==> src/rtl/shift_barrel_pkg.sv <==
// Shared op encoding and stage-partition helper for the pipelined barrel shifter.
package shift_barrel_pkg;

    typedef logic [1:0] shop_t;

    localparam shop_t SHOP_SLL = 2'd0;
    localparam shop_t SHOP_SRL = 2'd1;
    localparam shop_t SHOP_SRA = 2'd2;
    localparam shop_t SHOP_ROL = 2'd3;

    // Stage s owns mux levels [stage_first_level(s), stage_first_level(s+1)).
    function automatic int unsigned stage_first_level(input int unsigned stage,
                                                      input int unsigned levels,
                                                      input int unsigned stages);
        return (stage * levels) / stages;
    endfunction

endpackage

==> src/rtl/shift_barrel_level.sv <==
// One combinational mux level: shifts/rotates by Amount when enabled.
// With SHIFT_BARREL_PIPE_STICKY_EN it also reports whether this level dropped any set bit.
module shift_barrel_level
    import shift_barrel_pkg::*;
#(
    parameter int unsigned Bits   = 64,
    parameter int unsigned Amount = 1
) (
    input  logic [Bits-1:0] data_i,
    input  shop_t           op_i,
    input  logic            en_i,
    output logic [Bits-1:0] data_o
`ifdef SHIFT_BARREL_PIPE_STICKY_EN
    ,
    output logic            sticky_o
`endif
);

    logic [Bits-1:0] shifted;

    always_comb begin
        shifted = data_i;
        case (op_i)
            SHOP_SLL: shifted = data_i << Amount;
            SHOP_SRL: shifted = data_i >> Amount;
            SHOP_SRA: shifted = $unsigned($signed(data_i) >>> Amount);
            default:  shifted = {data_i[Bits-Amount-1:0], data_i[Bits-1:Bits-Amount]};
        endcase
    end

    assign data_o = en_i ? shifted : data_i;

`ifdef SHIFT_BARREL_PIPE_STICKY_EN
    always_comb begin
        sticky_o = 1'b0;
        if (en_i) begin
            case (op_i)
                SHOP_SLL:           sticky_o = |data_i[Bits-1 -: Amount];
                SHOP_SRL, SHOP_SRA: sticky_o = |data_i[Amount-1:0];
                default:            sticky_o = 1'b0;
            endcase
        end
    end
`endif

endmodule

==> src/rtl/shift_barrel_pipe.sv <==
// Pipelined SLL/SRL/SRA/ROL barrel shifter with valid/retry handshake and tag passthrough.
// Defining SHIFT_BARREL_PIPE_STICKY_EN adds outSticky (OR of all bits shifted off the end).
module shift_barrel_pipe
    import shift_barrel_pkg::*;
#(
    parameter int unsigned Bits    = 64,
    parameter int unsigned Stages  = 2,
    parameter int unsigned TagBits = 4
) (
    input  logic                    clk,
    input  logic                    reset,
    input  logic                    inValid,
    output logic                    inRetry,
    input  logic [Bits-1:0]         inData,
    input  logic [$clog2(Bits)-1:0] inSh,
    input  logic [1:0]              inOp,
    input  logic [TagBits-1:0]      inTag,
    output logic                    outValid,
    input  logic                    outRetry,
    output logic [Bits-1:0]         outData,
    output logic [TagBits-1:0]      outTag
`ifdef SHIFT_BARREL_PIPE_STICKY_EN
    ,
    output logic                    outSticky
`endif
);

    localparam int unsigned Levels = $clog2(Bits);

    logic [Stages-1:0]  valid_q;
    logic [Bits-1:0]    data_q   [Stages];
    logic [Levels-1:0]  sh_q     [Stages];
    shop_t              op_q     [Stages];
    logic [TagBits-1:0] tag_q    [Stages];

    logic [Stages-1:0]  src_valid;
    logic [Bits-1:0]    src_data [Stages];
    logic [Levels-1:0]  src_sh   [Stages];
    shop_t              src_op   [Stages];
    logic [TagBits-1:0] src_tag  [Stages];
    logic [Bits-1:0]    nxt_data [Stages];
    logic [Stages-1:0]  ready;
`ifdef SHIFT_BARREL_PIPE_STICKY_EN
    logic [Stages-1:0]  sticky_q;
    logic [Stages-1:0]  src_sticky;
    logic [Stages-1:0]  nxt_sticky;
`endif

    // A stage loads when it is empty or every stage below it is full and draining.
    always_comb begin : ready_chain
        logic drain;
        drain = !outRetry;
        for (int s = Stages - 1; s >= 0; s--) begin
            drain    = drain || !valid_q[s];
            ready[s] = drain;
        end
    end

    assign inRetry = !ready[0];

    for (genvar s = 0; s < Stages; s++) begin : g_stage
        localparam int unsigned Lo = stage_first_level(s, Levels, Stages);
        localparam int unsigned Hi = stage_first_level(s + 1, Levels, Stages);

        if (s == 0) begin : g_src_port
            assign src_valid[s] = inValid;
            assign src_data[s]  = inData;
            assign src_sh[s]    = inSh;
            assign src_op[s]    = inOp;
            assign src_tag[s]   = inTag;
`ifdef SHIFT_BARREL_PIPE_STICKY_EN
            assign src_sticky[s] = 1'b0;
`endif
        end else begin : g_src_reg
            assign src_valid[s] = valid_q[s-1];
            assign src_data[s]  = data_q[s-1];
            assign src_sh[s]    = sh_q[s-1];
            assign src_op[s]    = op_q[s-1];
            assign src_tag[s]   = tag_q[s-1];
`ifdef SHIFT_BARREL_PIPE_STICKY_EN
            assign src_sticky[s] = sticky_q[s-1];
`endif
        end

        for (genvar k = Lo; k < Hi; k++) begin : g_level
            logic [Bits-1:0] lvl_in;
            logic [Bits-1:0] lvl_out;
`ifdef SHIFT_BARREL_PIPE_STICKY_EN
            logic            lvl_sticky_in;
            logic            lvl_sticky;
            logic            lvl_sticky_out;
`endif
            if (k == Lo) begin : g_first
                assign lvl_in = src_data[s];
`ifdef SHIFT_BARREL_PIPE_STICKY_EN
                assign lvl_sticky_in = src_sticky[s];
`endif
            end else begin : g_next
                assign lvl_in = g_level[k-1].lvl_out;
`ifdef SHIFT_BARREL_PIPE_STICKY_EN
                assign lvl_sticky_in = g_level[k-1].lvl_sticky_out;
`endif
            end

            shift_barrel_level #(
                .Bits  (Bits),
                .Amount(2 ** k)
            ) u_level (
                .data_i  (lvl_in),
                .op_i    (src_op[s]),
                .en_i    (src_sh[s][k]),
                .data_o  (lvl_out)
`ifdef SHIFT_BARREL_PIPE_STICKY_EN
                ,
                .sticky_o(lvl_sticky)
`endif
            );
`ifdef SHIFT_BARREL_PIPE_STICKY_EN
            assign lvl_sticky_out = lvl_sticky_in | lvl_sticky;
`endif
        end

        assign nxt_data[s] = g_level[Hi-1].lvl_out;
`ifdef SHIFT_BARREL_PIPE_STICKY_EN
        assign nxt_sticky[s] = g_level[Hi-1].lvl_sticky_out;
`endif
    end

    always_ff @(posedge clk) begin
        if (reset) begin
            valid_q <= '0;
            for (int s = 0; s < Stages; s++) begin
                data_q[s] <= '0;
                sh_q[s]   <= '0;
                op_q[s]   <= SHOP_SLL;
                tag_q[s]  <= '0;
            end
`ifdef SHIFT_BARREL_PIPE_STICKY_EN
            sticky_q <= '0;
`endif
        end else begin
            for (int s = 0; s < Stages; s++) begin
                if (ready[s]) begin
                    valid_q[s] <= src_valid[s];
                    if (src_valid[s]) begin
                        data_q[s] <= nxt_data[s];
                        sh_q[s]   <= src_sh[s];
                        op_q[s]   <= src_op[s];
                        tag_q[s]  <= src_tag[s];
`ifdef SHIFT_BARREL_PIPE_STICKY_EN
                        sticky_q[s] <= nxt_sticky[s];
`endif
                    end
                end
            end
        end
    end

    assign outValid = valid_q[Stages-1];
    assign outData  = data_q[Stages-1];
    assign outTag   = tag_q[Stages-1];
`ifdef SHIFT_BARREL_PIPE_STICKY_EN
    assign outSticky = sticky_q[Stages-1];
`endif

endmodule

==> config.mk <==
export PLATFORM = sky130hd
export DESIGN_NAME = shift_barrel_pipe
export DESIGN_NICKNAME = d
export VERILOG_FILES = /design/src/rtl/shift_barrel_pkg.sv /design/src/rtl/shift_barrel_level.sv /design/src/rtl/shift_barrel_pipe.sv
export SDC_FILE = /design/constraint.sdc
export NUM_CORES = 1
export LEC_CHECK = 0
export ABC_AREA = 1
export CORE_UTILIZATION = 30
export CTS_CLUSTER_DIAMETER = 50
export DETAILED_ROUTE_END_ITERATION = 8
export PLACE_DENSITY = 0.53
export SLEW_MARGIN = 5
export SYNTH_ARGS = -nofsm -noshare
export SYNTH_HDL_FRONTEND = slang
export SYNTH_HIERARCHICAL = 1
export SYNTH_SLANG_ARGS = --single-unit
==> constraint.sdc <==
create_clock -name clk -period 16 [get_ports clk]
set_input_delay 2.4 -clock clk [delete_from_list [all_inputs] [get_ports clk]]
set_output_delay 2.4 -clock clk [all_outputs]
set_load 0.02 [all_outputs]
**After elaboration in Yosys (flattened, before gate mapping)**

Memory sizes are Yosys's and may differ from the RTL's.
Index checks and enable logic that the tools add are counted.

- $add $sub $neg: 0
- $mul: 0
- Divide/modulo/power cells: 0
- $lt $le $gt $ge: 0
- Equality and inequality tests: 4
- Shifts and indexed selects: 0
- Muxes and demuxes: 30
- Bitwise gates (word level): 8
- Reduce and logical (&&, ||, !) cells: 8

Operators with widths:

| operator | count |
|---|---|
| $pmux 64 s3 | 6 |
| $mux 64 | 8 |
| $mux 6 | 2 |
| $mux 1 | 10 |
| $mux 4 | 2 |
| $or 1x1->1 | 8 |
| $eq 2x1->1 const B | 2 |
| $eq 2x2->1 const B | 2 |
| $logic_not 1->1 | 4 |
| $logic_not 2->1 | 2 |
| $mux 2 | 2 |
| $logic_or 1x1->1 | 2 |

- Register bits after elaboration: 2
- Latch bits: 0
- Memory bits (writable): 152
- Memory bits (read-only): 0
- Input bits: 80
- Output and inout bits: 70
- Word-level logic and storage cells: 56
- Memories: 4

Memories:

| memory | depth | bits a word | rd ports | clocked after memory_dff | wr ports | RTL line | source |
|---|---|---|---|---|---|---|---|
| data_q | 2 | 64 | 2 | 0 | 2 | shift_barrel_pipe.sv:31 | `logic [Bits-1:0] data_q [Stages];` |
| sh_q | 2 | 6 | 1 | 0 | 2 | shift_barrel_pipe.sv:32 | `logic [Levels-1:0] sh_q [Stages];` |
| tag_q | 2 | 4 | 2 | 0 | 2 | shift_barrel_pipe.sv:34 | `logic [TagBits-1:0] tag_q [Stages];` |
| op_q | 2 | 2 | 1 | 0 | 2 | shift_barrel_pipe.sv:33 | `shop_t op_q [Stages];` |

**Longest topological paths before layout**

- Word-level depth: 8
- Gate-level depth with buffers: 19
- Depth with buffers taken out: 16

**Hierarchy**

Netlist, hierarchy kept.

By module, submodules not included:

| module | instances | cells each | area an instance (um^2) | sequential area each (um^2) |
|---|---|---|---|---|
| shift_barrel_pipe | 1 | 531 | 6229.7 | 4274.1 |
| shift_barrel_level (g_stage[1].g_level[4].u_level) | 1 | 477 | 2069.5 | 0.0 |
| shift_barrel_level (g_stage[0].g_level[1].u_level) | 1 | 428 | 1863.0 | 0.0 |
| shift_barrel_level (g_stage[0].g_level[0].u_level) | 1 | 421 | 1825.5 | 0.0 |
| shift_barrel_level (g_stage[0].g_level[2].u_level) | 1 | 428 | 1811.7 | 0.0 |
| shift_barrel_level (g_stage[1].g_level[3].u_level) | 1 | 427 | 1788.0 | 0.0 |
| shift_barrel_level (g_stage[1].g_level[5].u_level) | 1 | 322 | 1430.1 | 0.0 |

**Least setup slack after synthesis**

OpenSTA, ideal clock, no wires.

- Kind: input -> register
- From: input outRetry
- To: memory data_q[0][0] (enable)
- Library setup time: 0.605 ns
- Data arrival time: 7.751 ns
- Slack: 7.644 ns
- Stages on the path: 3
- Buffers on the path: 0
- Cells stage by stage: nand3_2 > inv_1 > o21ai_0

RTL lines:

| element | RTL line | source |
|---|---|---|
| start, declared | shift_barrel_pipe.sv:19 | `input logic outRetry,` |
| end, declared | shift_barrel_pipe.sv:31 |  |

**Worst setup path after layout**

- From: input outRetry
- To: output inRetry

- Cells in the longest elaborated chain, start to end: 4

Ends and longest elaborated chain:

| element | RTL line | source |
|---|---|---|
| $logic_not 1->1 | shift_barrel_pipe.sv:52 | `drain = !outRetry;` |
| $logic_or 1x1->1 (2 in a row) | shift_barrel_pipe.sv:54 | `drain = drain \|\| !valid_q[s];` |
| $logic_not 1->1 | shift_barrel_pipe.sv:59 | `assign inRetry = !ready[0];` |
| end, declared | shift_barrel_pipe.sv:13 | `output logic inRetry,` |

No other way between the ends.

==> flow_summary.toml <==
[run_status]
status = "finished, final reports clean"

[sta]
max_slew_margin = 0.3254
finalHoldViolCount = 0
min_period_ns = 6.182
finalSetupViolations = 0
fin_tns_setup_ns = 0
tightest_slew_ns = 1.010
fmaxAchievable_mhz = 161.8
finClkSkew_ns = 0.01190
final.setup.worst_slack_ns = 9.818
holdWs_ns = 0.5195
rsz0062_at_grt = "no"
slew_violations = 0
fin_crit_sh = 0.3864

[floorplan]
io_pins = 150
rows = 86
core-area_um2 = 55520
start_util = 0.3065
die_y_um = 240.2
chipWidth_um = 240.2
die_area_um2 = 57680

[worst_setup_path]
path_class = "in2out"
reg2reg_setup_slack_ns = 11.40
max_stage_delay_ns = 0.62
worstPathCellList = "clkdlybuf4s50_1 -> nand3_2 -> inv_1 -> clkdlybuf4s50_1"
cp_slowest_cell = "clkdlybuf4s50_1"
timing.rr.start = "op_q[0][0]$_SDFFCE_PN0P_"
crit_buf_inv = 3
critPathRequiredTime_ns = 13.60
cp-end-kind = "output pin"
crit_path_frequent_cell = "clkdlybuf4s50_1"
arrival_ns = 3.78
critical_path.top_delay_family = "buffers and inverters"
crit_fanout = 3
startpoint_type = "primary input"
critical_path.startpoint = "outRetry"

[synth]
synth_warnings = 6
synth_top_area_frac = 0.2488
netlist_area_um2 = 17020
synth_top_area_cell = "edfxtp_1"
yosysMostFrequentCell = "nand2_1"
yosys_register_bits = 143
synth-main-ff-cell = "edfxtp_1"
syn_area_per_cell_um2 = 5.609
synth-edff-count = 141
synth-seq-area-share = 0.2512
synth_cell_type_count = 21
syn_nets = 3114
synthTopCellsByCount = "nand2_1, nand3_1, inv_1"
syn_inst = 3034
synthTopCellsByArea = "edfxtp_1, nand2_1, nand3_1"
async_flop_share = 0

[drt]
wl_um = 55680
viasPerCell = 4.861
drt_iter0_markers = 2071
wl_per_cell_um = 15.07
ant_nets = 0
drc = 0
vias = 17960
dr.pass1.iters = 5

[run]
drv_cap = 0

[clock_network]
cts_htree_levels = 4
cts_tree = "yes"
cts_num_sinks = 143
clk_pin_slew_worst_paths_ns = 0.07
numCtsBuffers = 17
post-cts-setup-buffer-count = 0
worstSkewPairLatency_ns = 0.44
cts_hold_buf = 0
post_cts_resize_count = 0
cts_max_path_buffers = 2
root_buffer = "clkbuf_16"

[layout]
num_antenna_cells = 0
nets = 3014
nFillCells = 6431
fin_util = 0.3331
ff_latch_area_um2 = 4274
syn_to_final_growth_pct = 8.676
multi_input_area_um2 = 9216
final_layout_size_suffix_gt1_frac = 0.03088

[grt]
grt-ovfl-total = 0
first_global_vias = 16160
antenna_found_initial = 0
grt_start_max_net_pins = 80
grt_pass1_wl_um = 88820
grt_util_all_layers = 0.1921

[pwr]
leakage_uw = 0.009703
p_int_uw = 894.7
pwr-share-comb = 0.417
p_sw_frac = 0.4176
clock_power_share = 0.270
ir_worst_vdd_mv = 0.07545
seqPwrFrac = 0.312
p_sw_uw = 641.5
finalPower_uw = 1536
pwr_density_cell_nw_per_um2 = 83.06

[placed_design]
port_buffers = 149
gp_congestion = 0.9241
dp_hpwl_um = 39150
dp_slack_ns = 9.553

[hold_path]
min_path_type = "reg2reg"
hold_path.startpoint = "valid_q[0]$_SDFFE_PP0P_"
[power by group through the flow]
stage / clock network (uW) / registers [uW] / logic [uW]
finish: 415 / 480 / 641
global route: 439 / 484 / 723
CTS: 427 / 481 / 638
detailed placement: 0 / 489 / 636
global placement: 0 / 490 / 636
floorplan: 0 / 479 / 483
[stage by stage]
stage	area [um^2]	std cells
after detailed placement	17890	3663
after floorplan	17020	3034
after CTS	18490	3695
final	18490	3695
after global placement	17890	3663
after global routing	18490	3695
[tightest hold or removal path: cells and delay by family, from the launching register on]
family,cells,cell delay (ns)
AOI/OAI and AO/OA,1,0.06
buffers and inverters,1,0.06
DFF,1,0.35
[per-layer routing]
layer | GRT usage | up-vias | routed length, um
li1 | - | 9220 | -
met1 | 0.2738 | 8242 | 26470
met2 | 0.3115 | 463 | 25750
met3 | 0.01573 | 38 | 2494
met4 | 0.04613 | 0 | 957
met5 | 0 | - | 0
[kinds of logic (layout without fill, tap and decap cells)]
kind of cell | Yosys count | after routing | share of synthesized area
compound gates | 223 | 223 | 0.06558
buf+inv | 775 | 688 | 0.2090
flops | 143 | 143 | 0.2512
simple gates | 1893 | 1893 | 0.4743
[layout by cell type (no fill, tap or decap), drive strengths merged]
cell type,count
nand2,1098
buf,25
nand3,683
dfxtp,2
clkinvlp,2
inv,493
edfxtp,141
clkinv,3
clkdlybuf4s50,146
nor2,112
bufinv,2
clkbuf,17
o21ai,65
a21oi,158
[sequential cells by signal, indices dropped and copies added, names as in the netlist]
register and cells:
op_q 2, valid_q 2, data_q 128, tag_q 8
sh_q 3
[final timing paths]
| check | to | depth (start not counted) |
|---|---|---|
| max | inRetry | 4 |
| min | valid_q[1]$_SDFFE_PP0P_ | 2 |
| max reg2reg | data_q[0][96]$_SDFFCE_PN0P_ | 16 |
| min reg2reg | valid_q[1]$_SDFFE_PP0P_ | 2 |
[area by class of cell]
cell class                 instances  share of cell area
multi-input combinational       2116              0.4983
sequential                       143              0.2311
inverter                         485             0.09871
timing repair buffer             171             0.08876
tap                              748             0.05061
clock buffer                      17             0.02300
clock inverter                    15            0.009472
Power figures use the tool's default switching activity.
